===== config.mk =====
export PLATFORM = sky130hd
export DESIGN_NAME = mag_sqrt_unit_flat
export DESIGN_NICKNAME = d
export VERILOG_FILES = /design/src/rtl/mag_sqrt_unit_if.sv /design/src/rtl/mag_sqrt_unit.sv /design/src/flat_wrapper.sv
export SDC_FILE = /design/constraint.sdc
export NUM_CORES = 1
export LEC_CHECK = 0
export ABC_AREA = 1
export BUFFER_PORTS_ARGS = -buffer_cell sky130_fd_sc_hd__buf_2
export CAP_MARGIN = 20
export CORE_ASPECT_RATIO = 1.1
export CORE_MARGIN = 2
export CORE_UTILIZATION = 55
export DETAILED_ROUTE_END_ITERATION = 12
export PLACE_DENSITY = 0.71
export SLEW_MARGIN = 10
export SYNTH_ARGS = -nofsm -noshare
export SYNTH_HDL_FRONTEND = slang
export SYNTH_SLANG_ARGS = --single-unit

===== constraint.sdc =====
create_clock -name csi_clock_clk -period 10.6 [get_ports csi_clock_clk]
set_input_delay 2.12 -clock csi_clock_clk [delete_from_list [all_inputs] [get_ports csi_clock_clk]]
set_output_delay 2.12 -clock csi_clock_clk [all_outputs]
set_load 0.01 [all_outputs]

===== src/rtl/mag_sqrt_unit_if.sv =====
// Purpose: sample/result handshake bundle between the magnitude master and mag_sqrt_unit.
// Latency: none; this is wiring only.
// Backpressure: in_ready stalls sample pushes, and out_ready holds the result.
// Signals: in_valid/in_ready/in_data carry samples in; out_valid/out_ready/out_data carry results out.
//          busy is a status flag.
// Modports: master = magnitude master side, slave = mag_sqrt_unit side.
interface mag_sqrt_unit_if #(
  parameter int DATA_WIDTH   = 32,
  parameter int RESULT_WIDTH = 32
);
  logic                    in_valid;
  logic                    in_ready;
  logic [DATA_WIDTH-1:0]   in_data;
  logic                    out_valid;
  logic                    out_ready;
  logic [RESULT_WIDTH-1:0] out_data;
  logic                    busy;

  modport master (
    output in_valid, in_data, out_ready,
    input  in_ready, out_valid, out_data, busy
  );

  modport slave (
    input  in_valid, in_data, out_ready,
    output in_ready, out_valid, out_data, busy
  );
endinterface


===== src/rtl/mag_sqrt_unit.sv =====
// Purpose: |z| = floor(sqrt(re^2 + im^2)) for one packed complex sample {re[31:16], im[15:0]}.
// Latency: 18 cycles from accept to out_valid; one sample in flight; best case one sample per 19 cycles.
// Backpressure: in_ready is low unless IDLE; the result holds in DONE until out_ready is seen.
// Ports: csi_clock_clk (clock), csi_clock_reset (synchronous, active-high),
//        io (mag_sqrt_unit_if.slave: in_valid/in_ready/in_data, out_valid/out_ready/out_data, busy).
// Build option: define MAG_ROUND_EN to round the result to nearest instead of flooring it.
module mag_sqrt_unit #(
  parameter int DATA_WIDTH   = 32,
  parameter int RESULT_WIDTH = 32
) (
  input  logic               csi_clock_clk,
  input  logic               csi_clock_reset,
  mag_sqrt_unit_if.slave     io
);

  typedef enum logic [1:0] {IDLE, SQUARE, ROOT, DONE} state_t;

  state_t                  state_q,     state_d;
  logic [DATA_WIDTH-1:0]   sample_q,    sample_d;
  logic [31:0]             rad_q,       rad_d;
  logic [15:0]             root_q,      root_d;
  logic [17:0]             rem_q,       rem_d;
  logic [3:0]              cnt_q,       cnt_d;
  logic                    out_valid_q, out_valid_d;
  logic [RESULT_WIDTH-1:0] out_data_q,  out_data_d;

  logic [15:0] re_abs, im_abs;
  logic [31:0] re_sq, im_sq;
  logic [17:0] rem_sh, trial, rem_next;
  logic [15:0] root_next, result;

  // Datapath for one square-root digit plus the magnitude squaring.
  always_comb begin
    // Two's complement abs; -32768 maps to 0x8000 = 32768 as unsigned.
    re_abs = sample_q[31] ? (~sample_q[31:16] + 16'd1) : sample_q[31:16];
    im_abs = sample_q[15] ? (~sample_q[15:0]  + 16'd1) : sample_q[15:0];
    re_sq  = 32'(re_abs) * 32'(re_abs);
    im_sq  = 32'(im_abs) * 32'(im_abs);

    // The remainder never exceeds 2*root, so 18 bits hold the shifted value for all 16 steps.
    rem_sh = (rem_q << 2) | {16'd0, rad_q[31:30]};
    trial  = {root_q, 2'b01};
    if (rem_sh >= trial) begin
      rem_next  = rem_sh - trial;
      root_next = (root_q << 1) | 16'd1;
    end else begin
      rem_next  = rem_sh;
      root_next = root_q << 1;
    end

`ifdef MAG_ROUND_EN
    // N - r^2 > r is equivalent to sqrt(N) >= r + 0.5.
    result = root_next + ((rem_next > {2'b00, root_next}) ? 16'd1 : 16'd0);
`else
    result = root_next;
`endif
  end

  always_comb begin
    state_d     = state_q;
    sample_d    = sample_q;
    rad_d       = rad_q;
    root_d      = root_q;
    rem_d       = rem_q;
    cnt_d       = cnt_q;
    out_valid_d = out_valid_q;
    out_data_d  = out_data_q;
    case (state_q)
      IDLE: begin
        if (io.in_valid) begin
          sample_d = io.in_data;
          state_d  = SQUARE;
        end
      end
      SQUARE: begin
        // The sum peaks at 2^31, so it cannot overflow 32 bits.
        rad_d   = re_sq + im_sq;
        root_d  = '0;
        rem_d   = '0;
        cnt_d   = '0;
        state_d = ROOT;
      end
      ROOT: begin
        rad_d  = rad_q << 2;
        rem_d  = rem_next;
        root_d = root_next;
        cnt_d  = cnt_q + 4'd1;
        if (cnt_q == 4'd15) begin
          out_data_d  = RESULT_WIDTH'(result);
          out_valid_d = 1'b1;
          state_d     = DONE;
        end
      end
      DONE: begin
        if (io.out_ready) begin
          out_valid_d = 1'b0;
          state_d     = IDLE;
        end
      end
      default: state_d = IDLE;
    endcase
  end

  always_ff @(posedge csi_clock_clk) begin
    if (csi_clock_reset) begin
      state_q     <= IDLE;
      sample_q    <= '0;
      rad_q       <= '0;
      root_q      <= '0;
      rem_q       <= '0;
      cnt_q       <= '0;
      out_valid_q <= 1'b0;
      out_data_q  <= '0;
    end else begin
      state_q     <= state_d;
      sample_q    <= sample_d;
      rad_q       <= rad_d;
      root_q      <= root_d;
      rem_q       <= rem_d;
      cnt_q       <= cnt_d;
      out_valid_q <= out_valid_d;
      out_data_q  <= out_data_d;
    end
  end

  assign io.in_ready  = (state_q == IDLE) && !csi_clock_reset;
  assign io.busy      = (state_q != IDLE);
  assign io.out_valid = out_valid_q;
  assign io.out_data  = out_data_q;

endmodule

===== src/flat_wrapper.sv =====
// flat-port wrapper written by rule: the top's interface ports become plain ports
module mag_sqrt_unit_flat 
#(
  parameter int DATA_WIDTH   = 32,
  parameter int RESULT_WIDTH = 32
)
  (csi_clock_clk, csi_clock_reset, io_in_valid, io_in_data, io_out_ready, io_in_ready, io_out_valid, io_out_data, io_busy);
  mag_sqrt_unit_if #(.DATA_WIDTH(DATA_WIDTH), .RESULT_WIDTH(RESULT_WIDTH)) io_i ();
  input  logic csi_clock_clk;
  input  logic csi_clock_reset;
  input wire logic [$bits(io_i.in_valid)-1:0] io_in_valid;
  input wire logic [$bits(io_i.in_data)-1:0] io_in_data;
  input wire logic [$bits(io_i.out_ready)-1:0] io_out_ready;
  output wire logic [$bits(io_i.in_ready)-1:0] io_in_ready;
  output wire logic [$bits(io_i.out_valid)-1:0] io_out_valid;
  output wire logic [$bits(io_i.out_data)-1:0] io_out_data;
  output wire logic [$bits(io_i.busy)-1:0] io_busy;
  assign io_i.in_valid = io_in_valid;
  assign io_i.in_data = io_in_data;
  assign io_i.out_ready = io_out_ready;
  assign io_in_ready = io_i.in_ready;
  assign io_out_valid = io_i.out_valid;
  assign io_out_data = io_i.out_data;
  assign io_busy = io_i.busy;
  mag_sqrt_unit #(.DATA_WIDTH(DATA_WIDTH), .RESULT_WIDTH(RESULT_WIDTH)) u_core (.csi_clock_clk(csi_clock_clk), .csi_clock_reset(csi_clock_reset), .io(io_i));
endmodule

==> qor.csv <==
metric,value,unit
status,"finished, final reports clean",
cts.repair.resized,0,
setup_tns,0,ps
max_freq,0.110,GHz
crit_top_cell,inv_1,
drv_cap,0,
antenna_left,0,
antenna_cells,0,
hold_violations,0,
grt_max_degree,66,
grt_pass1_vias,18000,
hold_buffers,0,
dieArea,0.0400,mm^2
postRouteWirelength,56200,um
critical-path-top-delay-family,adder cells,
cts_sinks,119,
rsz0062_at_grt,false,
clkTransAtPathRegs,70,ps
start_util,0.557,
cp_data_arrival_time,9400,ps
crit_path_max_incr_delay,610,ps
synth_cell_types,58,
drt_iter0_markers,1028,
grt_pass1_wl,92800,um
hold_path_class,flop to flop,
cp_num_buf_inv,8,
drt_pre_antenna_iters,5,
num_vias,16600,
ctsRootBufferMaster,clkbuf_16,
route.detailed.drc,0,
cp_slowest_cell,dfxtp_1,
nFillCells,3547,
min_period,9100,ps
worstPathRequired,10900,ps
syn_to_final_growth,6.20,%
synth_top_area_share,0.363,
ys_async_sr_fraction,0,
grt_use_total,0.301,
drv_slew,0,
fin_ws,1500,ps
seqCellArea,0.00238,mm^2
setup_viol,0,
placement.setup.worst_slack,1570,ps
drive_gt1_frac,0.0697,
nets,3292,
dp_hpwl,47900,um
post-cts-setup-buffers,0,
synthCells,2614,
synthTopCellsByArea,"fa_1 (36%), ha_1 (13%), inv_1 (11%)",
cts_tree,built,
grt_overflow,0,
relSlewSlack,0.393,
num_rows,75,
multi_input_area,0.0160,mm^2
antenna_found_initial,2,
synth_edf_count,0,
die_width,191,um
yosysWarningCount,0,
route.detailed.wl_per_inst,17.7,um
syn_avg_cell_area,8.09,um^2
ys_seq_elements,119,
core_area,0.0380,mm^2
io_pins,71,
crit_path_end_kind,flop,
cp-start-kind,flop,
netlist_area,0.0212,mm^2
fin_util,0.591,
cp_max_fo,16,
finClkSkew,23.7,ps
ctsHtreeMaxLevel,4,
fp.dieH,210,um
gp_congestion,0.990,
tightestPinTransition,904,ps
io_buffers,54,
yosys.area.top_type,fa_1,
clkLatencyLatePin,450,ps
post_drt_via_cell_ratio,5.23,
cts_made_buffers,17,
fin_crit_sh,0.859,
clock_path_buffers,2,
synthFlopType,dfxtp_1,
crit_type,flop to flop,
yosysSeqAreaShare,0.113,
cells in the final DEF (no fill, tap or decap), types with 4 or more instances in the layout:
cell type,count
nor3_1,15
nor2_4,8
or2_1,5
buf_4,11
fa_1,383
clkbuf_16,17
o22ai_1,4
inv_1,638
inv_2,24
o21bai_1,8
nand4_1,18
nor2_2,8
nand3_1,55
ha_1,216
conb_1,40
o21ai_1,15
buf_2,54
nor2_1,206
or2_2,11
xnor2_1,16
dfxtp_1,119
inv_6,4
o211ai_1,7
a21oi_1,158
a31oi_1,22
xor2_1,16
nand2_1,417
a21o_1,6
nand2_2,15
o21ai_0,104
a31o_2,4
state kept, by name (all words and copies together) (netlist names):
register	cells
u_core.sample_q	32
u_core.cnt_q	4
u_core.rem_q	16
u_core.root_q	16
u_core.rad_q	32
u_core.state_q	2
u_core.io.out_data	16
u_core.io.out_valid	1
Yosys cell counts, types with 22 or more instances:
| library cell | instances |
|---|---|
| inv_1 | 638 |
| nand2_1 | 418 |
| fa_1 | 383 |
| ha_1 | 216 |
| nor2_1 | 206 |
| a21oi_1 | 158 |
| dfxtp_1 | 119 |
| o21ai_0 | 104 |
| nand3_1 | 55 |
| clkbuf_1 | 40 |
| inv_2 | 24 |
| a31oi_1 | 22 |
cells by family (layout without fill, tap and decap cells):
| family | count (synthesis) | in the layout | share of synthesized area |
|---|---|---|---|
| XOR/XNOR | 36 | 36 | 0.0169 |
| buffers and inverters | 745 | 763 | 0.137 |
| AO/OA/AOI/OAI | 338 | 338 | 0.0872 |
| flip-flops | 119 | 119 | 0.113 |
| adder cells (fa/ha/maj) | 599 | 599 | 0.490 |
| other | 2 | 40 | 0.000355 |
| AND/OR/NAND/NOR | 775 | 775 | 0.156 |
through the flow:
| step | instances | hold slack, ps | area (um^2) |
|---|---|---|---|
| 6_report | 3170 | 468 | 22500 |
| 5_1_grt | 3170 | 494 | 22500 |
| 4_1_cts | 3170 | 468 | 22500 |
| 3_5_place_dp | 3138 | 458 | 21900 |
| 3_3_place_gp | 3137 | 444 | 21900 |
| 2_1_floorplan | 2652 | 445 | 21300 |
metal layers:
layer	up-vias	track usage	share of wire
li1	7909	-	-
met1	8063	0.381	0.41
met2	491	0.528	0.51
met3	128	0.0309	0.046
met4	0	0.116	0.043
met5	-	0	0
tightest hold or removal path, cell delays in order, from the launching register on:
cell,delay [ps]
dfxtp_1,310
nand2_1,60
a21oi_1,50
final timing paths:
check                 startpoint                  end  slack (ps)  cells past startpoint
max           u_core.sample_q[0]     u_core.rad_q[29]        1500                     32
min          u_core.io.out_valid  u_core.io.out_valid         470                      2
max reg2reg   u_core.sample_q[0]     u_core.rad_q[29]        1500                     32
min reg2reg  u_core.io.out_valid  u_core.io.out_valid         470                      2
area by class of cell:
cell class,instances,share of cell area
flip-flops and latches,119,0.106
clock buffers,18,0.0196
repair buffers,65,0.0157
multi-input cells,1788,0.713
inverters,666,0.111
well taps,500,0.0279
clock inverters,14,0.00629
Power is left out: the tool's default activity adds up to more than one toggle a clock period on the data nets, which glitch-free logic cannot reach.
